==> src/rtl/load_store_unit_if.sv <==
// load_store_unit_if
// Bundles the request/response handshake between the execute stage and the
// load/store unit, together with the unit's port to the single-port data memory.
//   slave  : the load_store_unit side (accepts requests, masters the memory)
//   master : the pipeline + memory side (issues requests, returns mem_RD)
// Signals:
//   req_valid/req_ready/req_we/req_funct3/req_addr/req_wdata - request channel
//   resp_valid/resp_rdata/resp_misaligned                     - response channel
//   mem_A/mem_WE/mem_WD/mem_RD                                - data memory port
interface load_store_unit_if #(
  parameter int ADDR_WIDTH = 10,
  parameter int DATA_WIDTH = 32
);
  logic                  req_valid;
  logic                  req_ready;
  logic                  req_we;
  logic [2:0]            req_funct3;
  logic [ADDR_WIDTH-1:0] req_addr;
  logic [DATA_WIDTH-1:0] req_wdata;

  logic                  resp_valid;
  logic [DATA_WIDTH-1:0] resp_rdata;
  logic                  resp_misaligned;

  logic [ADDR_WIDTH-3:0] mem_A;
  logic                  mem_WE;
  logic [DATA_WIDTH-1:0] mem_WD;
  logic [DATA_WIDTH-1:0] mem_RD;

  modport slave (
    input  req_valid, req_we, req_funct3, req_addr, req_wdata, mem_RD,
    output req_ready, resp_valid, resp_rdata, resp_misaligned,
           mem_A, mem_WE, mem_WD
  );

  modport master (
    output req_valid, req_we, req_funct3, req_addr, req_wdata, mem_RD,
    input  req_ready, resp_valid, resp_rdata, resp_misaligned,
           mem_A, mem_WE, mem_WD
  );
endinterface

==> src/rtl/load_store_unit.sv <==
// load_store_unit
// Requester-side front end of the word-addressed data memory. Accepts byte
// addressed loads/stores, extracts and extends load lanes from the registered
// memory read data, and performs read-modify-write for byte/halfword stores.
// Ports:
//   CLK   - clock, rising edge
//   RST_N - synchronous active-low reset
//   bus   - load_store_unit_if.slave: request/response channel and memory port
module load_store_unit #(
  parameter int ADDR_WIDTH = 10,
  parameter int DATA_WIDTH = 32
) (
  input  logic              CLK,
  input  logic              RST_N,
  load_store_unit_if.slave  bus
);

  typedef enum logic [1:0] {IDLE, LOAD_WAIT, RMW_MERGE} state_t;

  state_t                state;
  state_t                state_next;

  logic                  ready;
  logic                  accept;
  logic                  illegal;
  logic                  is_sw;

  logic [ADDR_WIDTH-1:0] cap_addr;
  logic [2:0]            cap_funct3;
  logic [15:0]           cap_wdata;

  logic [DATA_WIDTH-1:0] merged;
  logic [DATA_WIDTH-1:0] extracted;
  logic [7:0]            byte_sel;
  logic [15:0]           half_sel;

  logic                  resp_valid_q;
  logic [DATA_WIDTH-1:0] resp_rdata_q;
  logic                  resp_mis_q;

  // Request decode: legality and whether a store can complete in one cycle.
  always_comb begin
    ready   = (state == IDLE) && RST_N;
    accept  = bus.req_valid && ready;
    illegal = 1'b0;
    case (bus.req_funct3)
      3'b011, 3'b110, 3'b111: illegal = 1'b1;
      default: ;
    endcase
    if (bus.req_we && bus.req_funct3[2])
      illegal = 1'b1;
    if ((bus.req_funct3[1:0] == 2'b01) && bus.req_addr[0])
      illegal = 1'b1;
    if ((bus.req_funct3[1:0] == 2'b10) && (bus.req_addr[1:0] != 2'b00))
      illegal = 1'b1;
    is_sw = !illegal && bus.req_we && (bus.req_funct3 == 3'b010);
  end

  // State register.
  always_ff @(posedge CLK) begin
    if (!RST_N)
      state <= IDLE;
    else
      state <= state_next;
  end

  // Next-state logic: loads and sub-word stores need a second cycle to see mem_RD.
  always_comb begin
    state_next = state;
    case (state)
      IDLE: begin
        if (accept && !illegal) begin
          if (!bus.req_we)
            state_next = LOAD_WAIT;
          else if (!is_sw)
            state_next = RMW_MERGE;
        end
      end
      LOAD_WAIT: state_next = IDLE;
      RMW_MERGE: state_next = IDLE;
      default:   state_next = IDLE;
    endcase
  end

  // Lane replacement for SB/SH on top of the word read at accept time.
  always_comb begin
    merged = bus.mem_RD;
    if (cap_funct3[0])
      merged[{cap_addr[1], 4'b0000} +: 16] = cap_wdata;
    else
      merged[{cap_addr[1:0], 3'b000} +: 8] = cap_wdata[7:0];
  end

  // Little-endian lane extraction with sign/zero extension for loads.
  always_comb begin
    byte_sel = bus.mem_RD[{cap_addr[1:0], 3'b000} +: 8];
    half_sel = bus.mem_RD[{cap_addr[1], 4'b0000} +: 16];
    case (cap_funct3)
      3'b000:  extracted = {{24{byte_sel[7]}}, byte_sel};
      3'b001:  extracted = {{16{half_sel[15]}}, half_sel};
      3'b010:  extracted = bus.mem_RD;
      3'b100:  extracted = {24'h000000, byte_sel};
      3'b101:  extracted = {16'h0000, half_sel};
      default: extracted = '0;
    endcase
  end

  // Output logic: memory port is combinational; the merge write is gated by
  // RST_N so a reset landing in RMW_MERGE leaves the memory word untouched.
  always_comb begin
    bus.req_ready = ready;
    bus.mem_A     = bus.req_addr[ADDR_WIDTH-1:2];
    bus.mem_WE    = 1'b0;
    bus.mem_WD    = bus.req_wdata;
    case (state)
      IDLE: begin
        bus.mem_WE = accept && is_sw;
      end
      LOAD_WAIT: begin
        bus.mem_A = cap_addr[ADDR_WIDTH-1:2];
      end
      RMW_MERGE: begin
        bus.mem_A  = cap_addr[ADDR_WIDTH-1:2];
        bus.mem_WE = RST_N;
        bus.mem_WD = merged;
      end
      default: ;
    endcase
  end

  // Capture the request so req_* may change while the unit is busy.
  always_ff @(posedge CLK) begin
    if (!RST_N) begin
      cap_addr   <= '0;
      cap_funct3 <= '0;
      cap_wdata  <= '0;
    end else if (accept) begin
      cap_addr   <= bus.req_addr;
      cap_funct3 <= bus.req_funct3;
      cap_wdata  <= bus.req_wdata[15:0];
    end
  end

  // Registered response: every pulse lasts one cycle and clears afterwards.
  always_ff @(posedge CLK) begin
    if (!RST_N) begin
      resp_valid_q <= 1'b0;
      resp_rdata_q <= '0;
      resp_mis_q   <= 1'b0;
    end else begin
      resp_valid_q <= 1'b0;
      resp_rdata_q <= '0;
      resp_mis_q   <= 1'b0;
      case (state)
        IDLE: begin
          if (accept && illegal) begin
            resp_valid_q <= 1'b1;
            resp_mis_q   <= 1'b1;
          end else if (accept && is_sw) begin
            resp_valid_q <= 1'b1;
          end
        end
        LOAD_WAIT: begin
          resp_valid_q <= 1'b1;
          resp_rdata_q <= extracted;
        end
        RMW_MERGE: begin
          resp_valid_q <= 1'b1;
        end
        default: ;
      endcase
    end
  end

  assign bus.resp_valid      = resp_valid_q;
  assign bus.resp_rdata      = resp_rdata_q;
  assign bus.resp_misaligned = resp_mis_q;

endmodule

==> src/flat_wrapper.sv <==
// flat-port wrapper written by rule: the top's interface ports become plain ports
module load_store_unit_flat 
#(
  parameter int ADDR_WIDTH = 10,
  parameter int DATA_WIDTH = 32
)
  (CLK, RST_N, bus_req_valid, bus_req_we, bus_req_funct3, bus_req_addr, bus_req_wdata, bus_mem_RD, bus_req_ready, bus_resp_valid, bus_resp_rdata, bus_resp_misaligned, bus_mem_A, bus_mem_WE, bus_mem_WD);
  load_store_unit_if #(.ADDR_WIDTH(ADDR_WIDTH), .DATA_WIDTH(DATA_WIDTH)) bus_i ();
  input  logic CLK;
  input  logic RST_N;
  input wire logic [$bits(bus_i.req_valid)-1:0] bus_req_valid;
  input wire logic [$bits(bus_i.req_we)-1:0] bus_req_we;
  input wire logic [$bits(bus_i.req_funct3)-1:0] bus_req_funct3;
  input wire logic [$bits(bus_i.req_addr)-1:0] bus_req_addr;
  input wire logic [$bits(bus_i.req_wdata)-1:0] bus_req_wdata;
  input wire logic [$bits(bus_i.mem_RD)-1:0] bus_mem_RD;
  output wire logic [$bits(bus_i.req_ready)-1:0] bus_req_ready;
  output wire logic [$bits(bus_i.resp_valid)-1:0] bus_resp_valid;
  output wire logic [$bits(bus_i.resp_rdata)-1:0] bus_resp_rdata;
  output wire logic [$bits(bus_i.resp_misaligned)-1:0] bus_resp_misaligned;
  output wire logic [$bits(bus_i.mem_A)-1:0] bus_mem_A;
  output wire logic [$bits(bus_i.mem_WE)-1:0] bus_mem_WE;
  output wire logic [$bits(bus_i.mem_WD)-1:0] bus_mem_WD;
  assign bus_i.req_valid = bus_req_valid;
  assign bus_i.req_we = bus_req_we;
  assign bus_i.req_funct3 = bus_req_funct3;
  assign bus_i.req_addr = bus_req_addr;
  assign bus_i.req_wdata = bus_req_wdata;
  assign bus_i.mem_RD = bus_mem_RD;
  assign bus_req_ready = bus_i.req_ready;
  assign bus_resp_valid = bus_i.resp_valid;
  assign bus_resp_rdata = bus_i.resp_rdata;
  assign bus_resp_misaligned = bus_i.resp_misaligned;
  assign bus_mem_A = bus_i.mem_A;
  assign bus_mem_WE = bus_i.mem_WE;
  assign bus_mem_WD = bus_i.mem_WD;
  load_store_unit #(.ADDR_WIDTH(ADDR_WIDTH), .DATA_WIDTH(DATA_WIDTH)) u_core (.CLK(CLK), .RST_N(RST_N), .bus(bus_i));
endmodule
==> config.mk <==
export PLATFORM = sky130hd
export DESIGN_NAME = load_store_unit_flat
export DESIGN_NICKNAME = d
export VERILOG_FILES = /design/src/rtl/load_store_unit_if.sv /design/src/rtl/load_store_unit.sv /design/src/flat_wrapper.sv
export SDC_FILE = /design/constraint.sdc
export NUM_CORES = 1
export LEC_CHECK = 0
export CAP_MARGIN = 30
export CORE_ASPECT_RATIO = 1.1
export CORE_MARGIN = 2
export CORE_UTILIZATION = 45
export DETAILED_ROUTE_END_ITERATION = 16
export GPL_TIMING_DRIVEN = 0
export PLACE_DENSITY = 0.93
export SETUP_SLACK_MARGIN = 0.2
export SYNTH_ARGS = -nofsm -noshare
export SYNTH_HDL_FRONTEND = slang
export SYNTH_SLANG_ARGS = --single-unit
export TNS_END_PERCENT = 1
==> constraint.sdc <==
create_clock -name CLK -period 3.51 [get_ports CLK]
set_input_delay 0.702 -clock CLK [delete_from_list [all_inputs] [get_ports CLK]]
set_output_delay 0.702 -clock CLK [all_outputs]
set_load 0.03 [all_outputs]
# --- Yosys cells after proc, flatten, opt, wreduce, memory -nomap -nowiden ---
# Cells that the tools add are included.
word_totals:
  inputBits: 81
  ff_bits: 65
  word_cells: 64
op_classes:
  add_sub_neg: 2
  n_eq_ne: 13
  n_shift: 6
  reduce_logical: 19
  muxes: 17
op_table:
  columns: ["cell", "count"]
  rows:
  - ["32-bit case mux with 5 select lines", 1]
  - ["32-bit bitwise mux", 2]
  - ["32-bit two-way mux", 2]
  - ["16-bit by 7-bit variable shift with 32-bit output (first input constant)", 1]
  - ["8-bit by 7-bit variable shift with 32-bit output (first input constant)", 1]
  - ["16-bit by 7-bit variable part select with 32-bit output", 1]
  - ["32-bit by 6-bit variable part select with 16-bit output", 1]
  - ["32-bit by 6-bit variable part select with 8-bit output", 1]
  - ["8-bit by 7-bit variable part select with 32-bit output", 1]
  - ["5-bit negator with 7-bit output", 2]
  - ["3-bit equality test (second input constant)", 4]
  - ["1-bit logical AND", 10]
  - ["3-bit by 2-bit equality test with 1-bit output (second input constant)", 3]
  - ["8-bit two-way mux", 1]
  - ["1-bit two-way mux", 7]
  - ["2-bit AND reduction", 3]
  - ["2-bit by 1-bit equality test with 1-bit output (second input constant)", 2]
  - ["2-bit equality test (second input constant)", 2]
  - ["2-bit two-way mux", 2]
  - ["1-bit case mux with 2 select lines", 2]
  - ["3-bit by 1-bit equality test with 1-bit output (second input constant)", 1]
  - ["3-bit zero test", 1]
  - ["3-bit OR reduction", 1]
  - ["2-bit zero test", 1]
  - ["4 further kinds", 4]

# --- Depth between registers and ports, before layout ---
logic_depth:
  ltp_word: 13
  depth_mapped: 8
  depth_no_buf: 6

# --- Worst setup path after synthesis ---
# OpenSTA, ideal clock, no wires.
synth_timing:
  path_type: "reg2out"
  startpoint: "reg u_core.cap_addr[1]"
  endpoint: "out bus_mem_WD[16]"
  arrival_time_ns: 2.328
  path_slack_ns: 0.480
  stages_incl_launch_ff: 8
  path_cell_list: "dfxtp_1 > buf_2 > buf_2 > inv_1 > ha_1 > nor4b_2 > a221oi_1 > o22ai_1"
synth_between:
  elab_chain_len: 5
  word_cells_on_any_way: 10
synth_lines:
  columns: ["item", "line", "source"]
  rows:
  - ["start: declaration", "load_store_unit.sv:28", "logic [ADDR_WIDTH-1:0] cap_addr;"]
  - ["start signal: assignment", "load_store_unit.sv:138", "cap_addr <= bus.req_addr;"]
  - ["5-bit negator with 7-bit output, on equally long branches", "load_store_unit.sv:89, load_store_unit.sv:91", null]
  - ["16-bit by 7-bit variable part select with 32-bit output (tied with other cells)", "load_store_unit.sv:89", "merged[{cap_addr[1], 4'b0000} +: 16] = cap_wdata;"]
  - ["32-bit bitwise mux, on equally long branches", "load_store_unit.sv:89, load_store_unit.sv:91", null]
  - ["32-bit two-way mux (*)", "load_store_unit.sv:88", "if (cap_funct3[0])"]
  - ["32-bit two-way mux (*)", "load_store_unit.sv:115", "case (state)"]
  - ["end: declaration", "flat_wrapper.sv:23", "output wire logic [$bits(bus_i.mem_WD)-1:0] bus_mem_WD;"]
# Every way passes the cells marked *; elsewhere a longest branch is shown, timed or not.

# --- Worst setup path in the final report ---
layout_timing:
  startpoint: "reg u_core.cap_addr[1]"
  endpoint: "out bus_mem_WD[22]"
# Same word-level chain as after synthesis.

==> run_results.csv <==
group,metric,value,unit
floorplanning,start_util,46.5,%
power_and_ir_drop,ir_drop,0.000306,V
worst_setup_path,r2r_start,"u_core.cap_funct3[0]",
timing,min_period_over_period,96.0,%
logic_synthesis,synth_seq_area_share,33.3,%
clock_tree,clk_latency,0.34,ns
grt,antenna_found_initial,0,
timing,hold_viol_final,0,
routing,wl_per_cell,19.4,µm
routing,drt_pass1_iterations,5,
grt,grt.total_usage,31.9,%
logic_synthesis,synth.largest_area_cell,"dfxtp_1",
worst_hold_path,hold_end,"u_core.cap_addr[7]",
timing,hold-worst-slack,0.463,ns
timing,layout_min_cycle_time,3.37,ns
worst_setup_path,start_kind,"flop",
final_layout,fillCellCount,686,
placement,dpl_worst_slack,-0.440,ns
logic_synthesis,synth_top_family_by_area,"compound AO/OA/AOI/OAI gates",
worst_setup_path,crit_chain,"buf_4 -> buf_6 -> inv_1 -> ha_2 -> nor4b_4 -> buf_4 -> a221oi_1 -> o22ai_1 -> clkdlybuf4s15_1",
logic_synthesis,synth_xor_area_share,0,%
logic_synthesis,synth_fa_ha_area_share,2.88,%
floorplanning,die_area,0.00945,mm²
worst_setup_path,ff2ff_setup_slack,1.72,ns
timing,worst_slew_pin_slew,0.713,ns
logic_synthesis,yosys_warnings,0,
logic_synthesis,yosysMostFrequentCell,"nand2_1",
grt,grt-ovfl-total,0,
clock_tree,cts-root-buf,"clkbuf_8",
grt,grt_pass1_vias,4608,
timing,finClkSkew,0.0104,ns
logic_synthesis,netlist_top_cells_count,"nand2_1 (87), dfxtp_1 (65), o21ai_0 (56)",
clock_tree,path_clk_slew,0.07,ns
power_and_ir_drop,finalPower,2.19,mW
timing,rsz0062_at_grt,"yes",
timing,fin_ws,0.140,ns
timing,clock.fmax,0.297,GHz
grt,grt_pass1_wl,23600,µm
placement,numPortBuffers,155,
final_layout,final_nets,753,
worst_setup_path,crit_path_top_delay_cell,"ha_2",
final_layout,antennaDiodeCount,0,
final_layout,syn_to_final_growth,49.5,%
clock_tree,cts_num_sinks,65,
routing,drt-total-wl,15100,µm
logic_synthesis,yosysUniqueCellTypes,44,
logic_synthesis,synth_nets,582,
logic_synthesis,netlist_area,0.00391,mm²
placement,routabilityCongestion,0.957,
clock_tree,cts_inserted_buffers,9,
power_and_ir_drop,power.leakage,2.21,nW
worst_setup_path,critPathKind,"reg2out",
timing,drv_slew,0,
routing,drc,0,
run_status,status,"finished clean",
worst_hold_path,min_path_type,"reg2reg",
clock_tree,tritoncts,"yes",
grt,grt_max_degree,11,
placement,dp_hpwl,11600,µm
worst_setup_path,worstPathArrival,2.67,ns
worst_setup_path,critPathMaxStageDelay,0.41,ns
worst_setup_path,crit_fanout,10,
floorplanning,die_w,92.9,µm
logic_synthesis,synth_compound_area_share,28.8,%
worst_setup_path,r2r_end,"u_core.bus.resp_rdata[22]",
job,cap_violations,0,
worst_hold_path,worstHoldStart,"u_core.cap_addr[7]",
logic_synthesis,synthCells,492,
routing,avgViaCountPerCell,6.01,
routing,num_vias,4679,
floorplanning,core_area,0.00841,mm²
logic_synthesis,synth.area.top_cells,"dfxtp_1 (33%), mux2_2 (12%), nand2_1 (8.4%)",
worst_setup_path,crit_top_cell,"buf_4",
timing,setup_tns,0,ns
worst_hold_path,worstHoldPathCells,2,
floorplanning,rows,35,
clock_tree,clockBufferDepth,2,
worst_setup_path,reg2regPathDepth,5,
routing,drt_iter0_drc,375,
timing,slew_headroom,52.1,%
logic_synthesis,synth_flop_cell,"dfxtp_1",
worst_setup_path,path_buf_inv,5,
worst_setup_path,cp_top_family,"buffers and inverters",
final_layout,layout-drive-gt1-share,16.8,%
logic_synthesis,yosys.area_share.simple,14.8,%
clock_tree,htreeDepth,3,
logic_synthesis,synth_top_area_share,33.3,%
routing,ant_nets,0,
floorplanning,ios,157,
timing,setup_violations,0,
logic_synthesis,syn_area_per_cell,7.95,µm²
logic_synthesis,ys_seq_elements,65,
worst_setup_path,worstPathRequired,2.81,ns
logic_synthesis,synthMuxAreaShare,12.9,%
floorplanning,die_height,102,µm
power_and_ir_drop,powerDensity,375,mW/mm²
worst_setup_path,end_kind,"output pin",
logic_synthesis,async_reset_ff_share,0,%
logic_synthesis,synth-edff-count,0,
[area by class of cell]
type | count | area, µm² | share of cell area [%]
buffer | 37 | 171 | 2.93
sequential | 65 | 1300 | 22.3
timing repair buffer | 160 | 1570 | 26.9
tap | 111 | 139 | 2.38
multi-input combinational | 357 | 2350 | 40.3
clock buffer | 13 | 169 | 2.89
inverter | 33 | 125 | 2.14
clock inverter | 2 | 12.5 | 0.214
[layout by cell type, fill, tap and decap left out, types with 3 or more instances in the layout]
cell type	synthesis	layout
clkdlybuf4s50_1	0	123
nand2_1	87	87
dfxtp_1	65	65
o21ai_0	56	56
mux2_2	40	40
a21oi_1	39	39
inv_1	29	29
a221oi_1	27	26
o22ai_1	24	24
clkbuf_1	22	23
nor2_1	16	16
clkdlybuf4s15_2	0	16
a22oi_1	15	15
buf_2	13	13
clkbuf_8	0	12
buf_4	2	8
dlygate4sd2_1	0	8
ha_1	9	7
nor2b_1	5	5
nor3_1	5	5
mux2i_1	4	4
a32oi_1	3	3
clkbuf_2	0	3
clkdlybuf4s15_1	0	3
[power breakdown]
group / switching, mW / leakage, nW / total [mW] / internal, mW
registers: 0.0422 / 0.530 / 0.817 / 0.775
clock network: 0.286 / 0.0915 / 0.596 / 0.310
logic: 0.449 / 1.59 / 0.780 / 0.331
total: 0.777 / 2.21 / 2.19 / 1.42
[state kept, by name (all words and copies together), names as in the netlist]
register	cells
u_core.state	2
u_core.cap_addr	10
u_core.cap_funct3	3
u_core.bus.resp_misaligned	1
u_core.bus.resp_rdata	32
u_core.cap_wdata	16
u_core.bus.resp_valid	1
[how the worst max path moves through the flow]
stage                             from             end  depth (start not counted)
floorplan           u_core.cap_addr[1]  bus_mem_WD[16]                          7
global placement    u_core.cap_addr[1]  bus_mem_WD[21]                          8
detailed placement  u_core.cap_addr[1]  bus_mem_WD[21]                          8
CTS                 u_core.cap_addr[1]  bus_mem_WD[20]                          9
global route        u_core.cap_addr[1]  bus_mem_WD[17]                          9
finish              u_core.cap_addr[1]  bus_mem_WD[22]                          9
[stage by stage]
stage	cell area, µm²	util, %	instances
2_1_floorplan	3910	-	492
3_3_place_gp	5600	66.6	758
3_5_place_dp	5600	66.6	758
4_1_cts	5860	69.6	778
5_1_grt	5850	69.5	778
6_report	5850	69.5	778
[routing by layer]
metal	global-route usage [%]	vias to the layer above	share of wire, %
met5	0	-	0
met2	54.9	329	49
met1	38.4	2172	38
met3	7.44	52	9.9
li1	-	2126	-
met4	13.3	0	3.4
[worst min-delay path: cells and delay by family (launching register included)]
| family | cells | cell delay, ns |
|---|---|---|
| AND/OR/NAND/NOR | 1 | 0.05 |
| AO/OA/AOI/OAI | 1 | 0.06 |
| flip-flops | 1 | 0.31 |
[cell families (layout without fill, tap and decap cells)]
| family | count (synthesis) | in the layout |
|---|---|---|
| multiplexers | 45 | 45 |
| AO/OA/AOI/OAI | 176 | 176 |
| AND/OR/NAND/NOR | 127 | 127 |
| buffers and inverters | 70 | 245 |
| flip-flops | 65 | 65 |
| adder cells (fa/ha/maj) | 9 | 9 |
[timing repair]
item / CTS / global route
endpoints found under the hold margin: 0 / 0
gates resized for setup: 81 / 9
setup buffers: 5 / 0
setup endpoints to repair: 33 / 41
hold buffers: 0 / 0
pin swaps: 1 / 0
Note: power is estimated with default switching activity, not from simulation.
